## src/rtl/alu_isa_pkg.sv

```systemverilog
// rtl/alu_isa_pkg.sv - ALU instruction word layout, opcode constants and encode helpers
package alu_isa_pkg;

    localparam int INST_W = 32;
    localparam int OP_W   = 4;
    localparam int REG_W  = 6;
    localparam int IMM_W  = 16;

    localparam int RI_POS  = 31;
    localparam int OP_MSB  = 30;
    localparam int OP_LSB  = 27;
    localparam int RS_MSB  = 26;
    localparam int RS_LSB  = 21;
    localparam int RD_MSB  = 20;
    localparam int RD_LSB  = 15;
    localparam int RT_MSB  = 14;
    localparam int RT_LSB  = 9;
    localparam int IMM_MSB = 14;
    localparam int IMM_LSB = 0;

    localparam int IMM_MIN = -16384;
    localparam int IMM_MAX = 16383;

    typedef enum logic [OP_W-1:0] {
        ALU_ADD = 4'd0,
        ALU_SUB = 4'd1,
        ALU_AND = 4'd2,
        ALU_OR  = 4'd3,
        ALU_XOR = 4'd4,
        ALU_SLL = 4'd5,
        ALU_SRL = 4'd6,
        ALU_SRA = 4'd7,
        ALU_SLT = 4'd8
    } alu_op_e;

    // The 16-bit immediate only fits the 15-bit field when its top two bits agree
    function automatic logic imm_fits(logic [IMM_W-1:0] imm);
        return imm[IMM_W-1] == imm[IMM_W-2];
    endfunction

    function automatic logic [INST_W-1:0] encode(
        logic                 ri,
        logic [OP_W-1:0]      op,
        logic [REG_W-1:0]     rs,
        logic [REG_W-1:0]     rd,
        logic [REG_W-1:0]     rt,
        logic [IMM_MSB:0]     imm15
    );
        logic [INST_W-1:0] w;
        w                 = '0;
        w[RI_POS]         = ri;
        w[OP_MSB:OP_LSB]  = op;
        w[RS_MSB:RS_LSB]  = rs;
        w[RD_MSB:RD_LSB]  = rd;
        if (ri) begin
            w[IMM_MSB:IMM_LSB] = imm15;
        end else begin
            w[RT_MSB:RT_LSB] = rt;
        end
        return w;
    endfunction

endpackage

```

## src/rtl/inst_fifo.sv

```systemverilog
// rtl/inst_fifo.sv - circular word buffer with push/pop/flush and occupancy
module inst_fifo #(
    parameter int DEPTH = 4,
    parameter int WIDTH = 32
) (
    input  logic                     clk,
    input  logic                     rst_n,
    input  logic                     push,
    input  logic                     pop,
    input  logic                     flush,
    input  logic [WIDTH-1:0]         wdata,
    output logic [WIDTH-1:0]         rdata,
    output logic [$clog2(DEPTH):0]   level,
    output logic                     empty,
    output logic                     full
);

    localparam int AW = $clog2(DEPTH);
    localparam int LW = AW + 1;

    logic [WIDTH-1:0] mem [DEPTH];
    logic [AW-1:0]    wptr;
    logic [AW-1:0]    rptr;
    logic [LW-1:0]    count;
    logic             do_push;
    logic             do_pop;

    assign empty   = (count == '0);
    assign full    = (count == LW'(DEPTH));
    assign do_push = push & ~full & ~flush;
    assign do_pop  = pop & ~empty & ~flush;
    assign level   = count;
    // Stale storage is hidden so the output reads zero whenever nothing is buffered
    assign rdata   = empty ? '0 : mem[rptr];

    always_ff @(posedge clk or negedge rst_n) begin
        if (!rst_n) begin
            wptr  <= '0;
            rptr  <= '0;
            count <= '0;
        end else if (flush) begin
            wptr  <= '0;
            rptr  <= '0;
            count <= '0;
        end else begin
            if (do_push) begin
                wptr <= wptr + AW'(1);
            end
            if (do_pop) begin
                rptr <= rptr + AW'(1);
            end
            count <= count + LW'(do_push) - LW'(do_pop);
        end
    end

    always_ff @(posedge clk) begin
        if (do_push) begin
            mem[wptr] <= wdata;
        end
    end

endmodule

```

## src/rtl/inst_encoder.sv

```systemverilog
// rtl/inst_encoder.sv - field bundle to 32-bit ALU word encoder with output buffer; INST_ENCODER_STATS_EN adds acc_cnt/rej_cnt
module inst_encoder
    import alu_isa_pkg::*;
#(
    parameter int DEPTH = 4
) (
    input  logic                     clk,
    input  logic                     rst_n,
    input  logic                     in_valid,
    output logic                     in_ready,
    input  logic                     ri,
    input  logic [OP_W-1:0]          alu_op,
    input  logic [REG_W-1:0]         rs,
    input  logic [REG_W-1:0]         rd,
    input  logic [REG_W-1:0]         rt,
    input  logic [IMM_W-1:0]         imm,
    output logic                     out_valid,
    input  logic                     out_ready,
    output logic [INST_W-1:0]        inst,
    input  logic                     flush,
    output logic                     err,
`ifdef INST_ENCODER_STATS_EN
    output logic [15:0]              acc_cnt,
    output logic [15:0]              rej_cnt,
`endif
    output logic [$clog2(DEPTH):0]   level
);

    logic              accept;
    logic              reject;
    logic              push;
    logic              empty;
    logic              full;
    logic [INST_W-1:0] word;

    assign in_ready  = ~full & ~flush;
    assign accept    = in_valid & in_ready;
    // Out-of-range immediates are consumed (handshake completes) but never buffered
    assign reject    = accept & ri & ~imm_fits(imm);
    assign push      = accept & ~reject;
    assign word      = encode(ri, alu_op, rs, rd, rt, imm[IMM_MSB:0]);
    assign out_valid = ~empty;

    inst_fifo #(
        .DEPTH (DEPTH),
        .WIDTH (INST_W)
    ) u_fifo (
        .clk   (clk),
        .rst_n (rst_n),
        .push  (push),
        .pop   (out_ready),
        .flush (flush),
        .wdata (word),
        .rdata (inst),
        .level (level),
        .empty (empty),
        .full  (full)
    );

    always_ff @(posedge clk or negedge rst_n) begin
        if (!rst_n) begin
            err <= 1'b0;
        end else begin
            err <= reject;
        end
    end

`ifdef INST_ENCODER_STATS_EN
    always_ff @(posedge clk or negedge rst_n) begin
        if (!rst_n) begin
            acc_cnt <= '0;
            rej_cnt <= '0;
        end else begin
            if (push && acc_cnt != 16'hFFFF) begin
                acc_cnt <= acc_cnt + 16'd1;
            end
            if (reject && rej_cnt != 16'hFFFF) begin
                rej_cnt <= rej_cnt + 16'd1;
            end
        end
    end
`endif

endmodule
```

## config.mk

```make
export PLATFORM = sky130hd
export DESIGN_NAME = inst_encoder
export DESIGN_NICKNAME = d
export VERILOG_FILES = /design/src/rtl/alu_isa_pkg.sv /design/src/rtl/inst_fifo.sv /design/src/rtl/inst_encoder.sv
export SDC_FILE = /design/constraint.sdc
export NUM_CORES = 1
export LEC_CHECK = 0
export ABC_AREA = 1
export CAP_MARGIN = 20
export CORE_ASPECT_RATIO = 1.4
export CORE_MARGIN = 5
export CORE_UTILIZATION = 40
export DETAILED_ROUTE_END_ITERATION = 10
export DONT_BUFFER_PORTS = 1
export SETUP_SLACK_MARGIN = 0.1
export SYNTH_ARGS = -nofsm -noshare
export SYNTH_HDL_FRONTEND = slang
export SYNTH_SLANG_ARGS = --single-unit
```

## constraint.sdc

```tcl
create_clock -name clk -period 4.5 [get_ports clk]
set_input_delay 0.45 -clock clk [delete_from_list [all_inputs] [get_ports clk]]
set_output_delay 0.45 -clock clk [all_outputs]
set_load 0.005 [all_outputs]
```

==> results of run 1 <==
[worst max-delay path by stage]
stage                                from                 to  slack (ns)  cells past startpoint
after floorplan           u_fifo.level[1]   u_fifo.mem[0][0]        1.80                      4
after global placement     u_fifo.rptr[0]           inst[22]        1.94                      4
after detailed placement   u_fifo.rptr[0]           inst[22]        1.88                      4
after CTS                  u_fifo.rptr[0]           inst[22]        1.43                      4
after global routing      u_fifo.level[1]  u_fifo.mem[2][22]        1.71                      4
final                      u_fifo.rptr[0]           inst[19]        1.90                      5
[cell type report]
| type | count | area, um^2 | area share (%) |
|---|---|---|---|
| Clock buffer | 17 | 425 | 6.68 |
| Clock inverter | 15 | 133 | 2.08 |
| Inverter | 27 | 101 | 1.59 |
| Multi-Input combinational cell | 283 | 1340 | 21.1 |
| Sequential cell | 136 | 4050 | 63.5 |
| Tap cell | 185 | 231 | 3.63 |
| Timing Repair Buffer | 7 | 92.6 | 1.45 |
[worst reg2reg max path, stage by stage, from the launching register on]
cell and delay, ns:
dfrtp_1 0.45, nor2_1 0.11, a21oi_1 0.24, nand3_1 0.41
nor2_4 0.90
[sequential cells by signal, summed over array words and instances (netlist names)]
register      count
u_fifo.rptr       2
u_fifo.mem      128
err               1
u_fifo.wptr       2
u_fifo.level      3
[power breakdown]
part           leakage, nW  total, W  switching (W)  internal (W)
logic                0.718  0.000626       0.000456      0.000170
registers             1.27   0.00146      0.0000233       0.00144
clock network        0.266   0.00127       0.000549      0.000724
[per-layer routing]
metal | share of wire (%) | wire length (um)
met5 | 0 | 0
met4 | 3.1 | 363
met3 | 7.3 | 858
met2 | 51 | 6020
met1 | 38 | 4530
[per-stage QoR]
step	worst slack (ns)	hold WS, ns	instances	util (%)	power (W)
floorplan	1.80	0.154	472	-	0.00199
global placement	1.94	0.155	634	41.5	0.00210
detailed placement	1.88	0.155	634	41.5	0.00211
CTS	1.43	0.0865	667	45.6	0.00338
global route	1.71	0.0809	670	46.0	0.00354
finish	1.90	0.103	670	46.0	0.00336
[placed cells by master (no fill, tap or decap)]
master	synthesis	final
nor2_4	0	4
inv_2	2	2
clkbuf_16	0	17
fa_1	1	1
buf_12	0	3
clkinvlp_4	0	3
inv_6	0	6
xnor2_1	1	1
edfxtp_1	128	128
ha_1	6	6
dfrtp_1	8	7
nor3_1	1	1
clkinv_4	0	4
a21oi_1	35	35
mux2_2	5	5
nand2_1	19	19
dlygate4sd3_1	0	1
nor2_1	142	138
dfrtp_2	0	1
o21ai_1	49	49
o21ai_0	17	17
inv_8	0	2
inv_1	25	25
nand3_1	6	6
xor2_1	1	1
buf_4	4	3
[kinds of logic (layout without fill, tap and decap cells)]
group | Yosys count | after routing | share of synthesized area [%]
AND/OR/NAND/NOR | 168 | 168 | 11.3
flip-flops | 136 | 136 | 71.7
AO/OA/AOI/OAI | 101 | 101 | 8.97
buffers and inverters | 53 | 66 | 4.95
adder cells (fa/ha/maj) | 7 | 7 | 1.69
multiplexers | 5 | 5 | 0.999
XOR/XNOR | 2 | 2 | 0.311
==> impl_metrics.csv, run 1 <==
group,metric,value,unit
drt,via_per_inst,5.09,
cts,clk_pin_slew,0.06,ns
global_routing,grt-ovfl-total,0,
worst_setup_path,worst_ep_arrival_time,2.15,ns
min_path,min_path_cells,1,
global_routing,grt_util_met3,5.88,%
drt,drtIter0Drc,263,
worst_setup_path,worstPathCellList,"buf_4, inv_2, buf_12, o21ai_0, a21oi_1",
synth,avgSynthCellArea,11.9,um^2
global_routing,grt_pass1_vias,3519,
cts,cts-buffers-inserted,17,
synth,ys_ff_latch,136,
synth,netlist_top_cells_count,"142 x nor2_1, 128 x edfxtp_1, 49 x o21ai_1",
layout,area_growth,13.1,%
floorplan,dieHeight,150,um
sta,rsz0062_at_grt,"no",
worst_setup_path,crit_buf_inv,3,
worst_setup_path,r2r_end,"u_fifo.mem[0][22]",
synth,yosys.cell_types.count,22,
worst_setup_path,rrSetupSlack,1.97,ns
global_routing,antenna_found_initial,0,
worst_setup_path,crit_required,4.05,ns
synth,synth_area_leaders,"edfxtp_1 68%, nor2_1 9.5%, o21ai_1 4.4%",
worst_setup_path,start_kind,"flop",
drt,drc,0,
synth,synthFlopType,"edfxtp_1",
floorplan,core,13800,um^2
sta,post-route-period-util,57.8,%
sta,setup_viol,0,
min_path,min_path_type,"input port to flop",
min_path,min_from,"flush",
global_routing,busiest_layer,"met2",
worst_setup_path,reg2reg_depth,4,
worst_setup_path,crit_type,"flop to output pin",
layout,n_fill_cell,1254,
layout,fin_nets,523,
floorplan,initial_core_util,40.7,%
outcome,outcome,"completed",
placement,place_congestion,0.770,
cts,cts_setup_buffers,0,
layout,final_cell_area,6370,um^2
worst_setup_path,cp_top_family,"buffers and inverters",
floorplan,num_rows,51,
synth,ys_seq_area_share,71.7,%
sta,min_period,2.60,ns
global_routing,grt_pass1_wl,18.1,mm
cts,postCtsHoldBufs,1,
synth,synth_nets,523,
drt,vias,3408,
worst_setup_path,cpPeakStageDelay,0.55,ns
placement,place_area,5740,um^2
synth,synth.yosys.warnings,0,
power_and_ir_drop,power_leakage,2.25,nW
sta,relSlewSlack,33.2,%
power_and_ir_drop,peakVddDrop,0.307,mV
drt,first_pass_iters,4,
placement,dp.final_hpwl,7.08,mm
drt,wl_per_cell,17.6,um
layout,drive_above_1_share,10.3,%
cts,clockRootBuffer,"clkbuf_16",
synth,synthArstFlopShare,5.88,%
worst_setup_path,slowest_stage,"buf_4",
global_routing,grt_max_degree,69,
power_and_ir_drop,cellPowerDensity,528,nW/um^2
floorplan,fp.dieArea,16600,um^2
drt,wirelength,11.8,mm
cts,cts_tree,"done",
global_routing,grtUsageTotal,14.8,%
sta,finClkSkew,0.00644,ns
worst_setup_path,r2r_start,"u_fifo.level[1]",
synth,postSynthCellCount,472,
sta,setup-tns-final,0,ns
sta,drv_slew,0,
worst_setup_path,path_max_fanout,65,
sta,max_freq,385,MHz
floorplan,io_pins,82,
cts,clock_latency,0.41,ns
synth,synth_most_common_cell,"nor2_1",
synth,syn-cell-area,5640,um^2
global_routing,met1_usage,16.7,%
layout,diodes,0,
worst_setup_path,end_kind,"output pin",
synth,netlist.area_leader.share,68.2,%
global_routing,grt_use_met2,24.4,%
job,cap_viol_max_count,0,
synth,yosys.area.top_type,"edfxtp_1",
sta,hold_viol,0,
synth,synth_edf_count,128,
cts,clockBufferDepth,2,
cts,htree_levels,4,
floorplan,die_w,110,um
sta,worst_pin_slew,1.00,ns
min_path,holdPathEnd,"u_fifo.level[2]",
placement,port-buffer-count,0,
cts,cts.sinks,136,
drt,drtAntennaViolNets,0,
cts,cts_resized,0,
No activity file was read; power rests on OpenSTA's default activity.
==> run 2: changes to the inputs <==
==> constraint.sdc (replaced) <==
create_clock -name clk -period 2.6 [get_ports clk]
set_input_delay 0.26 -clock clk [delete_from_list [all_inputs] [get_ports clk]]
set_output_delay 0.26 -clock clk [all_outputs]
set_load 0.005 [all_outputs]
==> run 2 against run 1 <==
- hold slack got worse by 0.068 ns
- setup slack got worse by 1.5 ns
- clock power rose by 83%
- highest routed layer unchanged
==> impl_metrics.csv, run 2 (synthesis gave the netlist of run 1 again) <==
group,metric,value,unit
outcome,outcome,"completed",
min_path,min_path_cells,2,
cts,cts-buffers-inserted,17,
cts,clockBufferDepth,2,
placement,dp.final_hpwl,7.43,mm
cts,clock_latency,0.40,ns
cts,cts.sinks,136,
sta,relSlewSlack,53.4,%
floorplan,num_rows,51,
drt,drtIter0Drc,193,
worst_setup_path,end_kind,"flop",
floorplan,core,13800,um^2
sta,drv_slew,0,
sta,whs,0.0342,ns
layout,largest_register,"u_fifo.mem",
layout,seq_area,4050,um^2
floorplan,fp.dieArea,16600,um^2
floorplan,die_w,110,um
global_routing,grt_pass1_wl,19.1,mm
worst_setup_path,cp-startpoint,"u_fifo.level[1]",
layout,largest_reg_flops,128,
sta,setup_viol,0,
drt,via_per_inst,4.97,
sta,post-route-period-util,86.5,%
sta,finClkSkew,0.00522,ns
floorplan,initial_core_util,40.7,%
worst_setup_path,crit_type,"flop to flop",
cts,cts_setup_buffers,0,
power_and_ir_drop,power_leakage,2.38,nW
global_routing,grtUsageTotal,15.5,%
floorplan,dieHeight,150,um
cts,cts_tree,"done",
power_and_ir_drop,peakVddDrop,0.472,mV
global_routing,antenna_found_initial,0,
layout,n_fill_cell,1241,
cts,htree_levels,4,
drt,first_pass_iters,4,
layout,mostFrequentLayoutCell,"nor2_1",
sta,worst_pin_slew,0.698,ns
worst_setup_path,crit_required,2.88,ns
placement,port-buffer-count,0,
drt,vias,3470,
floorplan,io_pins,82,
worst_setup_path,start_kind,"flop",
worst_setup_path,reg2reg_depth,11,
drt,wl_per_cell,17.0,um
cts,clockRootBuffer,"clkbuf_16",
layout,fin_nets,551,
layout,final_cell_mix,"138 x nor2_1, 128 x edfxtp_1, 49 x o21ai_1",
placement,place_congestion,0.809,
worst_setup_path,r2r_start,"u_fifo.level[1]",
min_path,min_path_type,"input port to flop",
layout,fin_util,47.8,%
sta,max_freq,445,MHz
min_path,min_from,"in_valid",
worst_setup_path,path_max_fanout,5,
global_routing,grt_max_degree,45,
layout,area_growth,17.5,%
global_routing,grt-ovfl-total,0,
layout,drive_above_1_share,10.7,%
sta,min_period,2.25,ns
drt,wirelength,11.9,mm
drt,drtAntennaViolNets,0,
cts,clk_pin_slew,0.06,ns
layout,diodes,0,
job,cap_viol_max_count,0,
worst_setup_path,worst_ep_arrival_time,2.53,ns
layout,multi_input_area,1340,um^2
drt,drc,0,
sta,hold_viol,0,
sta,rsz0062_at_grt,"no",
global_routing,grt_pass1_vias,3659,
power_and_ir_drop,cellPowerDensity,909,nW/um^2
==> run 2: cell count changes in the layout (fill, tap and decap cells not counted), moves of 2 or more <==
cell	before	now
dlygate4sd3_1	1	19
inv_6	6	2
clkinv_2	0	2
buf_4	3	15
clkinv_4	4	1
inv_8	2	0
clkbuf_1	0	2
clkinv_1	0	3
buf_12	3	0
bufinv_16	0	3
==> run 2: timing repair <==
item | 4_1_cts | 5_1_grt
endpoints found under the setup margin | 0 | 6
hold buffers | 19 | 0
gates resized for setup | 0 | 1
endpoints found under the hold margin | 79 | 0
==> run 2: routing by layer <==
layer  vias to the layer above  share of wire [%]  GRT usage, %
met4                         0               0.83          5.67
met5                         -                  0             0
met1                      1695                 40          18.4
met2                        87                 54          26.5
li1                       1684                  -             -
met3                         4                5.6          4.16
==> run 2: through the flow <==
stage	setup TNS [ns]	setup slack (ns)	power [W]	area (um^2)	std cells
detailed placement	0	0.365	0.00372	5840	647
CTS	0	0.163	0.00610	6620	698
global route	0	0.135	0.00635	6620	698
floorplan	-13.14	-0.103	0.00345	5640	472
finish	0	0.351	0.00602	6620	698
global placement	0	0.475	0.00370	5840	647
==> run 2: worst paths after layout <==
path	end	slack [ns]
setup reg to reg	u_fifo.level[2]	0.35
setup / recovery	u_fifo.level[2]	0.35
hold / removal	err	0.03
hold reg to reg	u_fifo.wptr[0]	0.58
min in group asynchronous	u_fifo.level[2]	0.22
max in group asynchronous	u_fifo.rptr[0]	2.09
==> run 2: final cells by class <==
class	count	area share [%]
timing repair buffer	35	4.74
clock buffer	19	6.54
inverter	27	1.53
sequential	136	61.1
tap	185	3.50
clock inverter	13	2.31
multi-input combinational	283	20.3
==> run 2: power by group <==
part	switching, W	leakage [nW]	internal, W
Clock	0.000833	0.280	0.00150
Sequential	0.0000707	1.27	0.00249
Combinational	0.000786	0.834	0.000341
Total	0.00169	2.38	0.00433
==> run 2: worst max-delay path: stages (launching register included) <==
cell	delay, ns
dfrtp_1	0.45
nor2_1	0.21
nand2_1	0.14
nand2_1	0.16
nor2_1	0.06
ha_1	0.27
inv_1	0.06
ha_1	0.15
inv_1	0.05
fa_1	0.37
xor2_1	0.16
nor2_1	0.05
